<file path="config.mk">
export PLATFORM = sky130hd
export DESIGN_NAME = ex_muldiv_unit
export DESIGN_NICKNAME = d
export VERILOG_FILES = /design/src/rtl/ex_muldiv_unit_pkg.sv /design/src/rtl/ex_muldiv_unit_md_iter_core.sv /design/src/rtl/ex_muldiv_unit.sv
export SDC_FILE = /design/constraint.sdc
export NUM_CORES = 1
export LEC_CHECK = 0
export CORE_MARGIN = 3
export CORE_UTILIZATION = 39
export CTS_BUF_LIST = sky130_fd_sc_hd__clkbuf_4 sky130_fd_sc_hd__clkbuf_8
export CTS_CLUSTER_SIZE = 16
export DETAILED_ROUTE_END_ITERATION = 10
export GPL_TIMING_DRIVEN = 0
export PLACE_DENSITY = 0.67
export SETUP_SLACK_MARGIN = 0.5
export SLEW_MARGIN = 20
export SYNTH_ARGS = -nofsm -noshare
export SYNTH_HDL_FRONTEND = slang
export SYNTH_SLANG_ARGS = --single-unit
export TNS_END_PERCENT = 100
</file>
<file path="constraint.sdc">
create_clock -name clk -period 7 [get_ports clk]
set_input_delay 1.4 -clock clk [delete_from_list [all_inputs] [get_ports clk]]
set_output_delay 1.4 -clock clk [all_outputs]
set_load 0.05 [all_outputs]
</file>
<file path="src/rtl/ex_muldiv_unit_pkg.sv">
// ex_muldiv_unit_pkg
// Shared definitions for the EX-stage multiply/divide unit:
//   - funct codes for the HI/LO move and multiply/divide instructions
//   - FSM state encoding used by the top level
//   - small decode helpers for the funct field
package ex_muldiv_unit_pkg;

  localparam logic [5:0] FN_MFHI  = 6'h10;
  localparam logic [5:0] FN_MTHI  = 6'h11;
  localparam logic [5:0] FN_MFLO  = 6'h12;
  localparam logic [5:0] FN_MTLO  = 6'h13;
  localparam logic [5:0] FN_MULT  = 6'h18;
  localparam logic [5:0] FN_MULTU = 6'h19;
  localparam logic [5:0] FN_DIV   = 6'h1A;
  localparam logic [5:0] FN_DIVU  = 6'h1B;

  typedef logic [1:0] state_t;

  localparam state_t ST_IDLE = 2'd0;
  localparam state_t ST_BUSY = 2'd1;
  localparam state_t ST_DONE = 2'd2;

  // True for any of the four iterative multiply/divide operations
  function automatic logic is_muldiv_fn(input logic [5:0] f);
    return (f == FN_MULT) || (f == FN_MULTU) || (f == FN_DIV) || (f == FN_DIVU);
  endfunction

  // True for DIV/DIVU
  function automatic logic is_div_fn(input logic [5:0] f);
    return (f == FN_DIV) || (f == FN_DIVU);
  endfunction

  // True for the signed variants MULT/DIV
  function automatic logic is_signed_fn(input logic [5:0] f);
    return (f == FN_MULT) || (f == FN_DIV);
  endfunction

endpackage

</file>
<file path="src/rtl/ex_muldiv_unit_md_iter_core.sv">
// md_iter_core
// Unsigned iterative datapath: one shift-add multiply step or one restoring
// divide step per enabled cycle, WIDTH steps per operation.
// Ports:
//   clk, rst        clock, synchronous active-high reset
//   start           load operands and clear the step counter
//   step            perform one iteration this cycle
//   is_div          1 = restoring divide, 0 = shift-add multiply (held by caller)
//   load_lower      multiplier (mul) or dividend (div), unsigned magnitude
//   load_mcand      multiplicand (mul) or divisor (div), unsigned magnitude
//   done            high during the final step
//   res_upper       value upper half takes at this edge (product high / remainder)
//   res_lower       value lower half takes at this edge (product low / quotient)
module md_iter_core #(
  parameter int WIDTH = 32
) (
  input  logic             clk,
  input  logic             rst,
  input  logic             start,
  input  logic             step,
  input  logic             is_div,
  input  logic [WIDTH-1:0] load_lower,
  input  logic [WIDTH-1:0] load_mcand,
  output logic             done,
  output logic [WIDTH-1:0] res_upper,
  output logic [WIDTH-1:0] res_lower
);

  localparam int CW = (WIDTH > 1) ? $clog2(WIDTH) : 1;

  logic [WIDTH-1:0] upper_r;
  logic [WIDTH-1:0] lower_r;
  logic [WIDTH-1:0] mcand_r;
  logic [CW-1:0]    cnt_r;

  logic [WIDTH:0]   mul_sum_s;
  logic [WIDTH:0]   rem_sh_s;
  logic [WIDTH:0]   rem_diff_s;
  logic [WIDTH-1:0] nxt_upper_s;
  logic [WIDTH-1:0] nxt_lower_s;

  // One iteration of either algorithm; results are the post-step register values
  always_comb begin
    mul_sum_s   = {1'b0, upper_r} +
                  (lower_r[0] ? {1'b0, mcand_r} : {(WIDTH+1){1'b0}});
    // Partial remainder shifted left, pulling in the next dividend bit
    rem_sh_s    = {upper_r, lower_r[WIDTH-1]};
    rem_diff_s  = rem_sh_s - {1'b0, mcand_r};
    nxt_upper_s = upper_r;
    nxt_lower_s = lower_r;
    if (is_div) begin
      if (rem_sh_s >= {1'b0, mcand_r}) begin
        nxt_upper_s = rem_diff_s[WIDTH-1:0];
        nxt_lower_s = {lower_r[WIDTH-2:0], 1'b1};
      end else begin
        nxt_upper_s = rem_sh_s[WIDTH-1:0];
        nxt_lower_s = {lower_r[WIDTH-2:0], 1'b0};
      end
    end else begin
      // Shift the sum right; the consumed multiplier bit falls off the bottom
      nxt_upper_s = mul_sum_s[WIDTH:1];
      nxt_lower_s = {mul_sum_s[0], lower_r[WIDTH-1:1]};
    end
  end

  assign done      = step && (cnt_r == CW'(WIDTH-1));
  assign res_upper = nxt_upper_s;
  assign res_lower = nxt_lower_s;

  // Operand load, per-step update and iteration counter
  always_ff @(posedge clk) begin
    if (rst) begin
      upper_r <= {WIDTH{1'b0}};
      lower_r <= {WIDTH{1'b0}};
      mcand_r <= {WIDTH{1'b0}};
      cnt_r   <= {CW{1'b0}};
    end else if (start) begin
      upper_r <= {WIDTH{1'b0}};
      lower_r <= load_lower;
      mcand_r <= load_mcand;
      cnt_r   <= {CW{1'b0}};
    end else if (step) begin
      upper_r <= nxt_upper_s;
      lower_r <= nxt_lower_s;
      cnt_r   <= cnt_r + CW'(1);
    end else begin
      upper_r <= upper_r;
      lower_r <= lower_r;
      mcand_r <= mcand_r;
      cnt_r   <= cnt_r;
    end
  end

endmodule

</file>
<file path="src/rtl/ex_muldiv_unit.sv">
// ex_muldiv_unit
// EX-stage multiply/divide unit owning the architectural HI/LO registers.
// Runs MULT/MULTU/DIV/DIVU iteratively (WIDTH steps) and serves MFHI/MFLO/
// MTHI/MTLO. Stalls the front end while an operation is in flight.
// Ports:
//   clk, rst   clock, synchronous active-high reset
//   valid_in   ID/EX holds a live SPECIAL instruction
//   funct      ID/EX funct field
//   rs_val     dividend / multiplicand / MTHI-MTLO source
//   rt_val     divisor / multiplier
//   stall      hold PC, IF/ID, ID/EX (combinational)
//   mf_valid   current instruction is MFHI/MFLO
//   mf_data    HI for MFHI, LO for MFLO, else zero
//   hi, lo     architectural HI/LO
module ex_muldiv_unit
  import ex_muldiv_unit_pkg::*;
#(
  parameter int WIDTH = 32
) (
  input  logic             clk,
  input  logic             rst,
  input  logic             valid_in,
  input  logic [5:0]       funct,
  input  logic [WIDTH-1:0] rs_val,
  input  logic [WIDTH-1:0] rt_val,
  output logic             stall,
  output logic             mf_valid,
  output logic [WIDTH-1:0] mf_data,
  output logic [WIDTH-1:0] hi,
  output logic [WIDTH-1:0] lo
);

  state_t           state_r;
  state_t           nxt_state_s;
  logic [WIDTH-1:0] hi_r;
  logic [WIDTH-1:0] lo_r;
  logic [WIDTH-1:0] nxt_hi_s;
  logic [WIDTH-1:0] nxt_lo_s;
  logic             div_r;
  logic             neg_main_r;  // negate product (mul) or quotient (div)
  logic             neg_rem_r;   // negate remainder (div only)

  logic             op_md_s;
  logic             op_div_s;
  logic             op_signed_s;
  logic             rs_neg_s;
  logic             rt_neg_s;
  logic [WIDTH-1:0] rs_mag_s;
  logic [WIDTH-1:0] rt_mag_s;

  logic             start_s;
  logic             step_s;
  logic             core_done_s;
  logic [WIDTH-1:0] core_upper_s;
  logic [WIDTH-1:0] core_lower_s;
  logic [2*WIDTH-1:0] prod_s;
  logic [2*WIDTH-1:0] prod_neg_s;
  logic [WIDTH-1:0] fin_hi_s;
  logic [WIDTH-1:0] fin_lo_s;

  assign op_md_s     = valid_in && is_muldiv_fn(funct);
  assign op_div_s    = is_div_fn(funct);
  assign op_signed_s = is_signed_fn(funct);
  assign rs_neg_s    = op_signed_s && rs_val[WIDTH-1];
  assign rt_neg_s    = op_signed_s && rt_val[WIDTH-1];
  // Magnitude of the most negative value is itself, read as unsigned
  assign rs_mag_s    = rs_neg_s ? ({WIDTH{1'b0}} - rs_val) : rs_val;
  assign rt_mag_s    = rt_neg_s ? ({WIDTH{1'b0}} - rt_val) : rt_val;

  md_iter_core #(.WIDTH(WIDTH)) u_core (
    .clk        (clk),
    .rst        (rst),
    .start      (start_s),
    .step       (step_s),
    .is_div     (div_r),
    .load_lower (op_div_s ? rs_mag_s : rt_mag_s),
    .load_mcand (op_div_s ? rt_mag_s : rs_mag_s),
    .done       (core_done_s),
    .res_upper  (core_upper_s),
    .res_lower  (core_lower_s)
  );

  // Sign correction of the unsigned core result
  always_comb begin
    prod_s     = {core_upper_s, core_lower_s};
    prod_neg_s = {(2*WIDTH){1'b0}} - prod_s;
    if (div_r) begin
      fin_lo_s = neg_main_r ? ({WIDTH{1'b0}} - core_lower_s) : core_lower_s;
      fin_hi_s = neg_rem_r  ? ({WIDTH{1'b0}} - core_upper_s) : core_upper_s;
    end else begin
      // Product is negated across the full double width, not per half
      fin_hi_s = neg_main_r ? prod_neg_s[2*WIDTH-1:WIDTH] : prod_s[2*WIDTH-1:WIDTH];
      fin_lo_s = neg_main_r ? prod_neg_s[WIDTH-1:0]       : prod_s[WIDTH-1:0];
    end
  end

  // Control FSM: stall generation, core sequencing and HI/LO next values
  always_comb begin
    nxt_state_s = state_r;
    nxt_hi_s    = hi_r;
    nxt_lo_s    = lo_r;
    stall       = 1'b0;
    start_s     = 1'b0;
    step_s      = 1'b0;
    case (state_r)
      ST_IDLE: begin
        if (op_md_s) begin
          stall = 1'b1;
          if (op_div_s && (rt_val == {WIDTH{1'b0}})) begin
            // Divide by zero resolves immediately without iterating
            nxt_state_s = ST_DONE;
            nxt_lo_s    = {WIDTH{1'b1}};
            nxt_hi_s    = rs_val;
          end else begin
            nxt_state_s = ST_BUSY;
            start_s     = 1'b1;
          end
        end else if (valid_in && (funct == FN_MTHI)) begin
          nxt_hi_s = rs_val;
        end else if (valid_in && (funct == FN_MTLO)) begin
          nxt_lo_s = rs_val;
        end else begin
          nxt_state_s = ST_IDLE;
        end
      end
      ST_BUSY: begin
        stall  = 1'b1;
        step_s = 1'b1;
        if (core_done_s) begin
          nxt_state_s = ST_DONE;
          nxt_hi_s    = fin_hi_s;
          nxt_lo_s    = fin_lo_s;
        end else begin
          nxt_state_s = ST_BUSY;
        end
      end
      ST_DONE: begin
        // Instruction still sits in ID/EX this cycle; ignore it so it can leave
        nxt_state_s = ST_IDLE;
      end
      default: begin
        nxt_state_s = ST_IDLE;
      end
    endcase
  end

  // MF read mux from current HI/LO
  always_comb begin
    mf_valid = valid_in && ((funct == FN_MFHI) || (funct == FN_MFLO));
    if (valid_in && (funct == FN_MFHI)) begin
      mf_data = hi_r;
    end else if (valid_in && (funct == FN_MFLO)) begin
      mf_data = lo_r;
    end else begin
      mf_data = {WIDTH{1'b0}};
    end
  end

  // State, HI/LO and result-sign flags
  always_ff @(posedge clk) begin
    if (rst) begin
      state_r    <= ST_IDLE;
      hi_r       <= {WIDTH{1'b0}};
      lo_r       <= {WIDTH{1'b0}};
      div_r      <= 1'b0;
      neg_main_r <= 1'b0;
      neg_rem_r  <= 1'b0;
    end else begin
      state_r <= nxt_state_s;
      hi_r    <= nxt_hi_s;
      lo_r    <= nxt_lo_s;
      if (start_s) begin
        div_r      <= op_div_s;
        neg_main_r <= rs_neg_s ^ rt_neg_s;
        neg_rem_r  <= op_div_s && rs_neg_s;
      end else begin
        div_r      <= div_r;
        neg_main_r <= neg_main_r;
        neg_rem_r  <= neg_rem_r;
      end
    end
  end

  assign hi = hi_r;
  assign lo = lo_r;

endmodule

</file>
# Yosys cells after proc, flatten, opt, wreduce, memory -nomap -nowiden

Index checks and enable logic that the tools add are counted.

Register bits after elaboration: 170
Latch bits: 0
Memory bits (writable): 0
Memory bits (read-only): 0
Input bits: 73
Output and inout port bits: 98
Word-level logic and storage cells: 103
Memories: 0

$add $sub $neg: 8
Multiply operators: 0
Divide/modulo/power cells: 0
$lt $le $gt $ge: 1
Eq/ne operators: 16
Shift operators: 0
Muxes and demuxes: 42
Bitwise logic cells: 1
Reductions and logical operators: 25

Operators by type and width:

| operator                                          | count |
|---|---|
| two-way mux 32 bit                                | 27 |
| one-hot mux 32 bit (2 select lines)               | 2 |
| subtractor 1 x 32 -> 32 bit, first input constant | 4 |
| subtractor 1 x 64 -> 64 bit, first input constant | 1 |
| == test 6 x 5 -> 1 bit, second input constant     | 8 |
| adder 32 x 32 -> 33 bit                           | 1 |
| greater-or-equal comparator 33 x 32 -> 1 bit      | 1 |
| logical NOT 32 bit                                | 1 |
| subtractor 32 bit                                 | 1 |
| != test 3 bit, second input constant              | 5 |
| logical AND 1 bit                                 | 11 |
| two-way mux 2 bit                                 | 5 |
| logical OR 1 bit                                  | 6 |
| two-way mux 1 bit                                 | 6 |
| adder 5 x 1 -> 5 bit, second input constant       | 1 |
| == test 5 bit, second input constant              | 1 |
| AND reduction 5 bit                               | 1 |
| one-hot mux 2 bit (2 select lines)                | 1 |
| AND reduction 4 bit                               | 1 |
| nonzero test 2 bit                                | 2 |
| == test 2 x 1 -> 1 bit, second input constant     | 1 |
| logical NOT 2 bit                                 | 1 |
| != test 2 bit, second input constant              | 1 |
| one-hot mux 1 bit (2 select lines)                | 1 |
| 3 further kinds                                   | 3 |

# Depth between registers and ports, before layout

Gate-level depths: netlist of run 1.

Depth after elaboration: 8
Depth in mapped cells: 25
Mapped depth without buffers: 22

# Cells and area by module

Synthesis of run 1 repeated with hierarchy kept, for this count alone.

Cell total of the unflattened synthesis: 2,194
Area, all modules: 16,216.8 sq um

By module, submodules not included:

| module         | times used | cells each | area an instance (sq um) | seq. area each (sq um) |
|---|---|---|---|---|
| md_iter_core   | 1          | 1,178      | 8,805.9                  | 2,021.9 |
| ex_muldiv_unit | 1          | 1,016      | 7,410.9                  | 1,381.3 |

# Least setup slack after synthesis of run 1

No wires, ideal clock.

Kind: flip-flop to flip-flop
Start point: register div_r
End point: register hi_r[12] (netlist: hi[12])
Library setup time: 65 ps
Data arrival time: 5,001 ps
Data required time: 6,935 ps
Setup slack: 1,934 ps
Cell stages (with the launch flop): 24
Path buffers: 8
Cells stage by stage: dfxtp_1 > buf_2 > buf_2 > buf_2 > buf_2 > buf_1 > clkbuf_1 > clkbuf_1 > o21ai_0 > inv_1 > ha_1 > o211ai_1 > or2_1 > or2_1 > or4_1 > or2_1 > nor2_1 > or2_2 > clkbuf_1 > a21oi_1 > xnor2_1 > a211oi_1 > a21oi_1 > nor2_1

Longest elaborated chain between the ends: 6

Ends and longest elaborated chain:

| element                                                                    | line                                       | text |
|---|---|---|
| start: declaration                                                         | ex_muldiv_unit.sv:39                       | `logic div_r;` |
| start signal: assignment                                                   | ex_muldiv_unit.sv:173                      | `div_r <= op_div_s;` |
| start signal: assignment                                                   | ex_muldiv_unit.sv:177                      | `div_r <= div_r;` |
| two-way mux 32 bit                                                         | ex_muldiv_unit_md_iter_core.sv:51          | `if (is_div) begin` |
| subtractor 1 x 64 -> 64 bit or subtractor 1 x 32 -> 32 bit (tied branches) | ex_muldiv_unit.sv:86, ex_muldiv_unit.sv:89 |  |
| two-way mux 32 bit (on tied branches)                                      | ex_muldiv_unit.sv:92, ex_muldiv_unit.sv:89 |  |
| two-way mux 32 bit (*)                                                     | ex_muldiv_unit.sv:87                       | `if (div_r) begin` |
| two-way mux 32 bit (*)                                                     | ex_muldiv_unit.sv:129                      | `if (core_done_s) begin` |
| one-hot mux 32 bit (2 select lines) (*)                                    | ex_muldiv_unit.sv:105                      | `case (state_r)` |
| end signal: assignment                                                     | ex_muldiv_unit.sv:163                      | `hi_r <= {WIDTH{1'b0}};` |
| end signal: assignment                                                     | ex_muldiv_unit.sv:170                      | `hi_r <= nxt_hi_s;` |
| end: declaration                                                           | ex_muldiv_unit.sv:35                       | `logic [WIDTH-1:0] hi_r;` |

Every way passes the cells marked *; elsewhere a longest branch is shown, timed or not. The select of a mux whose other input is x is not followed.
A chain may end at the register's enable or synchronous reset.

# Worst setup path after layout of run 1

Ends and elaborated chain as after synthesis.

==> Flow_metrics.wiki, run 1 <==
{| class="wikitable"
! Metric !! Value
|-
| Post-DP HPWL || 66,000 µm
|-
| Distinct cell type count of the synthesized netlist || 101
|-
| Via count of the first global-routing pass || 17.8k
|-
| WS Path Type || flop to flop
|-
| Leakage || 6.91 nW
|-
| Pre-Repair DR Iteration Count || 7
|-
| Synthesized area per cell || 7.09 µm²
|-
| Series of cell instances along the critical path || buf_2 -> clkbuf_4 -> buf_2 -> buf_2 -> buf_2 -> clkbuf_4 -> clkbuf_4 -> o21ai_0 -> inv_1 -> ha_1 -> o211ai_1 -> or2_1 -> or2_1 -> or4_1 -> or2_1 -> nor2_1 -> or2_2 -> clkbuf_2 -> a21oi_1 -> xnor2_1 -> a211oi_1 -> a21oi_1 -> nor2_1
|-
| IO Port Bufs || 167
|-
| Stage delay of the slowest cell on the critical path || 0.47 ns
|-
| Hold path startpoint || u_core.cnt_r[4]$_SDFFE_PP0P_
|-
| H-tree depth || 4
|-
| Sum of routed wire length over all layers || 81,200 µm
|-
| Last element of the critical path || hi[12]$_SDFFE_PP0P_
|-
| Slew @ Worst Pin || 1.26 ns
|-
| Most frequent standard cell in the layout excluding fill and tap cells || nand2_1
|-
| Final critical-path required period || 6.34 ns
|-
| Register area share after synthesis || 21.2%
|-
| Synth area leader || dfxtp_1
|-
| Power share of the clock group || 28.6%
|-
| Slew Viols, Final || 0
|-
| Number of inserted diodes || 0
|-
| Synthesized instance count || 2,267
|-
| Area growth from synthesis to layout || 17.1%
|-
| Final period utilization || 90.5%
|-
| Register-to-register setup slack || 0.66 ns
|-
| Global route total overflow || 0
|-
| Vias after detailed routing || 19.4k
|-
| Starting Density || 39.9%
|-
| Crit path buf inv count || 9
|-
| Signal arrival time at the worst endpoint || 6.72 ns
|-
| Biggest area contributors in the synthesized netlist || dfxtp_1 21%, a21oi_1 7.2%, nand2_1 7.1%, ha_1 5.4%, nor2_1 5.3%
|-
| Number of clock sinks seen by CTS || 170
|-
| Seq cells post-synth || 170
|-
| Layout net count || 2,599
|-
| Power density relative to cell area || 134 mW/mm²
|-
| Highest-count cells in the layout ignoring fill and taps || 306 x nand2_1, 230 x a21oi_1, 225 x nor2_1
|-
| Total standard cell area after synthesis || 0.0161 mm²
|-
| Gpl congestion || 1.06
|-
| RSZ-0062 raised after global routing || no
|-
| Worst setup slack after layout || 0.663 ns
|-
| Crit end category || flop
|-
| Number of placed cells counting well taps || 2,959
|-
| Post-DR vias/cell || 6.48
|-
| Area used by multi-input combinational logic || 0.0118 mm²
|-
| Crit Path Max Fanout || 10
|-
| Reg-to-Reg End || hi[12]$_SDFFE_PP0P_
|-
| Non-Filler Instances || 2,992
|-
| Post-synth top area share || 21.2%
|-
| Final instance area || 0.0188 mm²
|-
| Post-synth EDFFs || 0
|-
| CP Depth || 23
|-
| Register share of total power || 40.5%
|-
| Slew Limit Headroom || 15.1%
|-
| Number of ports placed on the die boundary || 171
|-
| Post-synthesis net count || 2,412
|-
| Instance area after placement || 0.0184 mm²
|-
| Die Y || 209 µm
|-
| Post-synthesis async set-or-reset flop share || 0%
|-
| Die footprint || 0.0437 mm²
|-
| Remaining DRCs || 0
|-
| Hold Vio Cnt, Final || 0
|-
| WL per Instance || 27.1 µm
|-
| Critical path's top delay family || buffers and inverters
|-
| Primary flip-flop cell chosen by synthesis mapping || dfxtp_1
|-
| Setup Viol. Count Final || 0
|-
| Pin count of the biggest net entering global routing || 18
|-
| Cts hold-fix bufs || 0
|-
| Clock skew || 0.0243 ns
|-
| Run status || finished, final reports clean
|-
| CP startpoint kind || flop
|-
| Share of total power in combinational logic || 30.9%
|-
| Final total negative setup slack || 0 ns
|-
| Placement Rows || 73
|-
| Total number of yosys warnings || 0
|-
| Chip Width || 209 µm
|-
| Most common cell on crit path || buf_2
|-
| Maximum count of clock buffers along a single path || 2
|-
| Clock-pin slew reported for the worst setup and hold paths after clock tree synthesis || 0.11 ns
|-
| Worst reg2reg startpoint || div_r$_SDFFE_PP0P_
|-
| Sequential Area || 0.00340 mm²
|-
| Number of clock buffers inserted by TritonCTS || 17
|-
| Core Box Area || 0.0403 mm²
|-
| Switching part of the total || 40.1%
|-
| Worst setup slack before clock tree synthesis || -0.340 ns
|-
| Tot GR Track Use || 35.3%
|-
| Origin of the worst setup path || div_r$_SDFFE_PP0P_
|-
| Skew-Pair Late Insertion Delay || 0.51 ns
|-
| Clock root buffer || clkbuf_8
|-
| Critical-path top delay cell || or4_1
|-
| Starting DRT DRC Count || 2,750
|-
| Share of layout cells above drive strength 1 || 4.66%
|-
| Max-cap violation count || 0
|-
| Layout filler cell count || 4,140
|-
| Number of cells traversed by the worst register-to-register path || 23
|-
| Hold Path Class || flop to flop
|-
| Required time reported for the critical path endpoint || 7.38 ns
|-
| Maximum ir drop on the vdd rail || 0.0934 mV
|-
| Clock tree from TritonCTS || built
|-
| Initial antenna violation count || 2
|-
| First-pass GRT wire length || 117,000 µm
|-
| Highest clock rate || 158 MHz
|-
| Net Switching || 0.00101 W
|-
| Post-DRT Antenna Nets || 0
|-
| Internal cell power || 0.00151 W
|}
==> power groups by stage <==
| stage | combinational (W) | sequential (W) | clock, W |
|---|---|---|---|
| after CTS | 0.000752 | 0.00102 | 0.000711 |
| final | 0.000778 | 0.00102 | 0.000719 |
| after global placement | 0.000743 | 0.00104 | 0 |
| after floorplan | 0.000403 | 0.00108 | 0 |
| after global routing | 0.000813 | 0.00102 | 0.000745 |
| after detailed placement | 0.000747 | 0.00104 | 0 |
==> tightest hold or removal path: stages, from the launching register on <==
cell	delay (ns)
dfxtp_1	0.33
nand2_1	0.05
a21oi_1	0.05
==> layout make-up <==
cell class,instances,share of cell area [%]
buffer,147,3.24
clock buffer,19,1.32
clock inverter,13,0.691
timing repair buffer,168,8.91
tap,525,3.49
inverter,73,1.45
multi-input combinational,1877,62.8
sequential,170,18.1
==> worst min path at each step <==
stage	end	slack, ns	cells past startpoint
3_3_place_gp	u_core.cnt_r[4]$_SDFFE_PP0P_	0.46	2
3_5_place_dp	u_core.cnt_r[4]$_SDFFE_PP0P_	0.46	2
4_1_cts	u_core.cnt_r[4]$_SDFFE_PP0P_	0.47	2
6_report	u_core.cnt_r[4]$_SDFFE_PP0P_	0.47	2
5_1_grt	u_core.mcand_r[6]$_SDFFE_PP0P_	0.51	2
2_1_floorplan	u_core.mcand_r[10]$_SDFFE_PP0P_	0.44	2
==> kinds of logic (layout without fill, tap and decap cells) <==
kind of cell | after synthesis | count (layout) | share of synthesized area, %
flops | 170 | 170 | 21.2
buf+inv | 220 | 420 | 5.42
simple gates | 819 | 819 | 23.9
fa+ha+maj | 72 | 72 | 5.69
compound gates | 753 | 753 | 30.4
mux | 83 | 83 | 5.22
xor+xnor | 150 | 150 | 8.17
==> registers in the layout, summed over array words and instances (netlist names), 2 cells and up <==
register,flops
lo,32
u_core.mcand_r,32
u_core.upper_r,32
u_core.cnt_r,5
state_r,2
hi,32
u_core.lower_r,32
==> repair_timing <==
item                       in CTS  in global routing
setup buffers                   0                  1
pin swaps                       0                  1
setup endpoints to repair      15                 12
resized for setup               6                  5
==> cells in the mapped netlist, types with 6 or more instances <==
library cell	number
a211oi_1	28
a21boi_0	8
a21o_1	21
a21oi_1	230
a221oi_1	7
a311oi_1	17
a31o_2	8
a31oi_1	60
a41oi_1	8
and2_1	48
and3_1	9
buf_1	18
buf_2	18
clkbuf_1	106
dfxtp_1	170
ha_1	70
inv_1	71
mux2_2	6
mux2i_1	76
nand2_1	306
nand2b_1	9
nand3_1	44
nand3b_1	6
nand4_1	26
nor2_1	225
nor2b_1	14
nor3_1	39
nor3b_1	9
nor4_1	17
o211ai_1	85
o21a_1	14
o21ai_0	145
o21bai_1	8
o22ai_1	6
o311ai_0	7
o31ai_1	27
o41ai_1	10
or2_2	10
or3_1	18
or4_1	6
xnor2_1	88
xor2_1	62
==> metrics by stage <==
step                      power [W]  hold WS [ns]  util, %
after floorplan             0.00148         0.440        -
after global placement      0.00178         0.458     45.7
after detailed placement    0.00179         0.462     45.7
after CTS                   0.00248         0.475     46.7
after global routing        0.00258         0.508     46.8
final                       0.00252         0.470     46.8
==> routing by layer <==
layer  track usage [%]  vias to the layer above  routed length [µm]
li1                  -                     8625                   -
met1              47.6                     9339               33300
met2              54.2                     1215               35100
met3              6.76                      214                8550
met4              16.7                        0                4290
met5                 0                        -                   0
Power figures use the tool's default switching activity.
==> inputs of run 2 (changes only) <==
ABC_AREA = 1   (was default)
CAP_MARGIN = 40   (was default)
PLACE_DENSITY = 0.66   (was 0.67)
==> run 2 against run 1 <==
Effect of this change: flip-flop and latch count stayed put; die area increased by 11%; first-iteration DRC count up 13%; total power up 17%; register-to-register slack better by 0.95 ns; critical path depth fell by 12; clock power is 8.2% higher; sequential share of layout area down 1.8 points; largest cell class unchanged.
==> Flow_metrics.wiki, run 2 <==
{| class="wikitable"
! Metric !! Value
|-
| Layout filler cell count || 5,103 (+23%)
|-
| Chip Width || 221 µm (+5.6%)
|-
| Stage delay of the slowest cell on the critical path || 0.81 ns (+0.34 ns)
|-
| Worst setup slack after layout || 1.22 ns (+0.556 ns)
|-
| Critical path's top delay family || buffers and inverters
|-
| Layout net count || 3,478 (+34%)
|-
| Critical-path top delay cell || clkdlybuf4s50_1
|-
| Pin count of the biggest net entering global routing || 17 (-1)
|-
| Primary flip-flop cell chosen by synthesis mapping || dfxtp_1
|-
| Maximum count of clock buffers along a single path || 2 (unchanged)
|-
| Post-synthesis async set-or-reset flop share || 0% (unchanged)
|-
| Hold Vio Cnt, Final || 0 (unchanged)
|-
| First-pass GRT wire length || 135,000 µm (+15%)
|-
| Skew-Pair Late Insertion Delay || 0.53 ns (+0.02 ns)
|-
| Clock tree from TritonCTS || built
|-
| Leakage || 10.1 nW (+46%)
|-
| Final period utilization || 82.6% (-7.9 points)
|-
| Total standard cell area after synthesis || 0.0180 mm² (+12%)
|-
| Via count of the first global-routing pass || 20.5k (+15%)
|-
| Total number of yosys warnings || 0 (unchanged)
|-
| Area growth from synthesis to layout || 16.4%
|-
| Most frequent standard cell in the layout excluding fill and tap cells || nand2_1
|-
| Global route total overflow || 0 (unchanged)
|-
| Hold path startpoint || u_core.cnt_r[4]$_SDFFE_PP0P_
|-
| Synthesized instance count || 3,135 (+38%)
|-
| List of most frequent post-synthesis cells || 829 x nand2_1, 454 x inv_1, 306 x nor2_1
|-
| Number of ports placed on the die boundary || 171 (unchanged)
|-
| Gpl congestion || 1.06 (+0.33%)
|-
| Share of layout cells above drive strength 1 || 5.86% (+1.2 points)
|-
| Worst setup slack before clock tree synthesis || 1.03 ns (+1.37 ns)
|-
| Series of cell instances along the critical path || clkdlybuf4s50_1 -> inv_1 -> nor2_1 -> inv_1 -> nor3_1 -> inv_1 -> nor2_1 -> clkbuf_1 -> nand3_1 -> nand2_1 -> clkdlybuf4s50_1
|-
| Signal arrival time at the worst endpoint || 4.38 ns (-2.34 ns)
|-
| Starting DRT DRC Count || 3,105 (+13%)
|-
| Initial antenna violation count || 3 (+1)
|-
| Area used by multi-input combinational logic || 0.0122 mm² (+3.2%)
|-
| Clock-pin slew reported for the worst setup and hold paths after clock tree synthesis || 0.10 ns (about the same)
|-
| Clock root buffer || clkbuf_8
|-
| Worst reg2reg startpoint || u_core.lower_r[0]$_SDFFE_PP0P_
|-
| IO Port Bufs || 170 (+1.8%)
|-
| Most common cell on crit path || inv_1
|-
| Highest clock rate || 173 MHz (+9.6%)
|-
| Highest-count cells in the layout ignoring fill and taps || 829 x nand2_1, 454 x inv_1, 306 x nor2_1
|-
| Hold path endpoint || u_core.cnt_r[4]$_SDFFE_PP0P_
|-
| Origin of the worst setup path || funct[4]
|-
| Slew @ Worst Pin || 0.939 ns (-0.326 ns)
|-
| Setup Viol. Count Final || 0 (unchanged)
|-
| Crit path buf inv count || 6 (-3)
|-
| Clock skew || 0.0234 ns (-0.000859 ns)
|-
| Seq cells post-synth || 170 (unchanged)
|-
| RSZ-0062 raised after global routing || no
|-
| Number of placed cells counting well taps || 3,909 (+32%)
|-
| Reg-to-Reg End || hi[18]$_SDFFE_PP0P_
|-
| Instance count along the most critical hold path || 2 (unchanged)
|-
| Post-synth EDFFs || 0 (unchanged)
|-
| Synthesized area per cell || 5.73 µm² (-19%)
|-
| Non-Filler Instances || 3,946 (+32%)
|-
| Post-DR vias/cell || 5.76 (-11%)
|-
| Number of cells traversed by the worst register-to-register path || 25 (+8.7%)
|-
| Hold Path Class || flop to flop
|-
| Distinct cell type count of the synthesized netlist || 59 (-42%)
|-
| Sum of routed wire length over all layers || 94,600 µm (+16%)
|-
| Biggest area contributors in the synthesized netlist || dfxtp_1 19%, nand2_1 17%, inv_1 9.5%, nand3_1 8.0%, o21ai_0 6.5%
|-
| Placement Rows || 78 (+6.8%)
|-
| Final critical-path required period || 5.78 ns (-0.556 ns)
|-
| Vias after detailed routing || 22.7k (+17%)
|-
| Die Y || 221 µm (+5.6%)
|-
| Register area share after synthesis || 18.9% (-2.2 points)
|-
| Cell with the most instances after synthesis || nand2_1
|-
| WL per Instance || 24.0 µm (-12%)
|-
| Post-synthesis net count || 3,280 (+36%)
|-
| CP startpoint kind || input pin
|-
| Synth area leader || dfxtp_1
|-
| Slew Viols, Final || 0 (unchanged)
|-
| Crit end category || primary output
|-
| WS Path Type || input pin to primary output
|-
| Number of clock sinks seen by CTS || 170 (unchanged)
|-
| Number of clock buffers inserted by TritonCTS || 17 (unchanged)
|-
| Pre-Repair DR Iteration Count || 6 (-1)
|-
| Post-synth top area share || 18.9% (-2.2 points)
|-
| Register-to-register setup slack || 1.61 ns (+0.95 ns)
|-
| Slew Limit Headroom || 37.4% (+22 points)
|-
| Remaining DRCs || 0 (unchanged)
|-
| Max-cap violation count || 0 (unchanged)
|-
| Power density relative to cell area || 141 mW/mm² (+5.4%)
|-
| Core Box Area || 0.0455 mm² (+13%)
|-
| Cts hold-fix bufs || 0 (unchanged)
|-
| Quantity of gates resized following cts || 0 (-6)
|-
| Sequential Area || 0.00340 mm² (unchanged)
|-
| Tot GR Track Use || 37.8% (+2.6 points)
|-
| Required time reported for the critical path endpoint || 5.60 ns (-1.78 ns)
|-
| Post-DRT Antenna Nets || 0 (unchanged)
|-
| Crit Path Max Fanout || 10 (unchanged)
|-
| Final total negative setup slack || 0 ns (unchanged)
|-
| Run status || finished, final reports clean
|-
| Number of inserted diodes || 0 (unchanged)
|-
| Post-DP HPWL || 78,900 µm (+20%)
|-
| Die footprint || 0.0487 mm² (+11%)
|-
| Starting Density || 39.5% (-0.40 points)
|-
| H-tree depth || 4 (unchanged)
|-
| Post-CTS Setup Inserts || 0 (unchanged)
|-
| Maximum ir drop on the vdd rail || 0.134 mV (+43%)
|}
run 2: changes by cell type in the layout (fill, tap and decap cells not counted), sizes merged, moves of 55 or more:
| cell | change |
|---|---|
| nand2 | +540 |
| inv | +395 |
| nand3 | +259 |
| nor2 | +115 |
| o21ai | +107 |
| mux2i | -76 |
| xnor2 | -63 |
| o211ai | -55 |
run 2: worst max path at each step:
stage	cells after the start	to	slack, ns
after floorplan	8	mf_data[0]	2.23
after global placement	11	mf_data[8]	1.04
after detailed placement	11	mf_data[10]	1.03
after CTS	11	mf_data[10]	1.03
after global routing	11	mf_data[24]	1.08
final	11	mf_data[24]	1.22
run 2: through the flow:
stage / utilization [%] / hold slack, ns / cell area, µm² / power (W)
after global routing: 46.0 / 0.509 / 20900 / 0.00305
after floorplan: - / 0.440 / 18000 / 0.00174
final: 46.0 / 0.478 / 20900 / 0.00295
after global placement: 44.9 / 0.457 / 20400 / 0.00215
after CTS: 45.9 / 0.476 / 20900 / 0.00290
after detailed placement: 45.0 / 0.465 / 20500 / 0.00215
run 2: worst register-to-register path, stage by stage (launching register included):
cell      delay (ns)
dfxtp_1         0.32
clkbuf_1        0.30
clkbuf_1        0.53
nand2_1         0.12
inv_1           0.08
ha_1            0.20
inv_1           0.07
fa_1            0.39
inv_1           0.13
nand2_1         0.10
o21ai_1         0.46
inv_1           0.12
o21bai_1        0.45
xor2_1          0.23
nand2_1         0.10
nand2_1         0.27
nand2_2         0.17
nor2_1          0.22
nand2_2         0.13
inv_1           0.07
nand2_1         0.09
nand2_1         0.07
nand2_1         0.07
nand3_1         0.09
nand3_1         0.33
a21oi_1         0.25
run 2: layer usage:
metal	global-route usage [%]	vias up	share of wire, %
met1	50.9	10500	41
met2	56.9	1388	42
met5	0	-	0.021
met4	18.5	4	5.8
met3	8.71	277	11
li1	-	10600	-
run 2: layout make-up:
type,instances,share of cell area (%)
repair buffers,179,8.52
clock buffers,18,1.18
clock inverters,14,0.766
inverters,469,8.42
multi-input cells,2369,58.4
plain buffers,127,2.85
flip-flops and latches,170,16.3
well taps,600,3.59
run 2: power breakdown:
| part | switching [W] | internal (W) |
|---|---|---|
| logic | 0.000800 | 0.000348 |
| registers | 0.0000291 | 0.000991 |
| clock network | 0.000443 | 0.000335 |
run 2: kinds of logic (layout without fill, tap and decap cells):
| family | Yosys count | count (layout) | share of synthesized area [%] |
|---|---|---|---|
| AOI/OAI and AO/OA | 574 | 574 | 18.5 |
| xor gates and xnor gates | 93 | 93 | 4.53 |
| adders and majority gates | 72 | 72 | 5.10 |
| buffers and inverters | 596 | 807 | 13.1 |
| DFF | 170 | 170 | 18.9 |
| and+or+nand+nor | 1630 | 1630 | 39.9 |
==> RTL edit, RTL diff (flow settings as in run 1) <==
`WIDTH` is set to 32 in 2 places; all go to 16.
--- a/src/rtl/ex_muldiv_unit_md_iter_core.sv
+++ b/src/rtl/ex_muldiv_unit_md_iter_core.sv
@@ -13,5 +13,5 @@
 //   res_lower       value lower half takes at this edge (product low / quotient)
 module md_iter_core #(
-  parameter int WIDTH = 32
+  parameter int WIDTH = 16
 ) (
   input  logic             clk,
--- a/src/rtl/ex_muldiv_unit.sv
+++ b/src/rtl/ex_muldiv_unit.sv
@@ -16,5 +16,5 @@
   import ex_muldiv_unit_pkg::*;
 #(
-  parameter int WIDTH = 32
+  parameter int WIDTH = 16
 ) (
   input  logic             clk,
Interface: changed (5 resized); port bits go from 171 to 91. No check against the original RTL was run, so the function may have changed too.
==> RTL edit against run 1 <==
  * Global-route usage down 9.7 points
  * Hold slack better by 1.1 ps
  * First-iteration DRC count down 71%
  * Die area down 50%
  * Routed wire length down 65%
  * Synthesized cell count down 53%
  * Synthesized area down 52%
  * Final area down 51%
  * Critical path depth down 14
  * Sequential share of layout area up 1.3 points
  * Setup slack better by 690 ps
  * Sequential cell count down 81
  * Power down 52%
  * Register-to-register slack better by 1300 ps
  * Largest cell class unchanged
  * Largest power group unchanged
==> RTL edit: results (changes against run 1) <==
Detailed routing
  • Final wirelength: 28.4 mm (-65%)
  • Met2 WL: 12.1 mm (-65%)
  • Met3 routed WL: 2.27 mm (-73%)
  • Drt via density: 5.87 (-9.4%)

Power
  • Worst vdd ir: 0.0760 mV (-19%)

Placed design
  • Dpl hpwl: 22.7 mm (-66%)
  • GP Congestion: 0.980 (-7.3%)
  • Port-buffer cells: 87 (-48%)

Setup path
  • Flop2flop setup slack: 1990 ps (+1330 ps)
  • Slowest stage cell, crit path: clkdlybuf4s50_1
  • Critical Path End: mf_data[6]
  • R2R depth: 15 (-35%)
  • Crit path launch: funct[4]

CTS
  • H-tree levels: 3 (-1)
  • Inserted Clock Buffers: 9 (-8)
  • Clk_lat worst skew: 410 ps (-100 ps)
  • Post_cts resized: 0 (-6)

GRT
  • GR Util All Layers: 25.6% (-9.7 points)
  • Largest net degree at the start of global routing: 19 (+1)

Synth
  • Synth cell types: 81 (-20%)
  • Top cells by area, synth: dfxtp_1 23%, nand2_1 7.7%, nor2_1 6.3%
  • Sequential cell area fraction in the yosys report: 22.8% (+1.7 points)
  • Syn Nets: 1151 (-52%)

Hold path
  • Worst Hold End: u_core.mcand_r[4]
  • Worst Hold Launch: u_core.mcand_r[4]

Timing
  • Clock skew: 13.3 ps (-11.0 ps)
  • Least-Margin Pin Slew: 1130 ps (-136 ps)

Status
  • Status: finished, final reports clean
-- RTL edit: cell types whose count changed after synthesis, sizes merged, moves of 39 or more --
cell    change
clkbuf     -53
nor2       -95
a21oi     -159
mux2i      -39
o211ai     -52
dfxtp      -81
nand2     -148
a31oi      -52
o21ai     -107
xnor2      -56
-- RTL edit: logic make-up after synthesis --
| group | share of synthesized area (%) |
|---|---|
| buf+inv | 4.77 |
| compound gates | 25.8 |
| flops | 22.8 |
| fa+ha+maj | 6.45 |
| simple gates | 26.5 |
| mux | 5.52 |
| xor+xnor | 8.09 |
-- RTL edit: stage by stage --
| step | instance area (um2) | utilization [%] | instances | setup WS (ps) | hold slack [ps] |
|---|---|---|---|---|---|
| after global placement | 9000 | 46.1 | 1423 | 1440 | 451 |
| after floorplan | 7800 | - | 1071 | 2490 | 440 |
| after global routing | 9190 | 47.1 | 1439 | 1130 | 501 |
| after detailed placement | 9000 | 46.1 | 1423 | 1380 | 461 |
| after CTS | 9190 | 47.1 | 1439 | 1380 | 475 |
| final | 9190 | 47.1 | 1439 | 1360 | 471 |
-- RTL edit: power by group --
group          internal [mW]  switching [mW]  total, mW
sequential             0.519          0.0130      0.532
combinational          0.117           0.198      0.315
clock                  0.139           0.232      0.371
total                  0.774           0.443       1.22
-- RTL edit: metal layers --
metal,vias to the layer above,track usage (%)
li1,4093,-
met1,3981,36.7
met5,-,0
met2,337,38.7
met3,40,4.51
met4,0,9.32
-- RTL edit: cell type report --
| type | count | area, um2 |
|---|---|---|
| tap | 265 | 332 |
| sequential | 89 | 1780 |
| fill | 2030 | 10300 |
| timing repair buffer | 87 | 871 |
| inverter | 34 | 128 |
| buffer | 64 | 244 |
| clock buffer | 9 | 124 |
| multi-input combinational | 884 | 5640 |
| clock inverter | 7 | 70.1 |
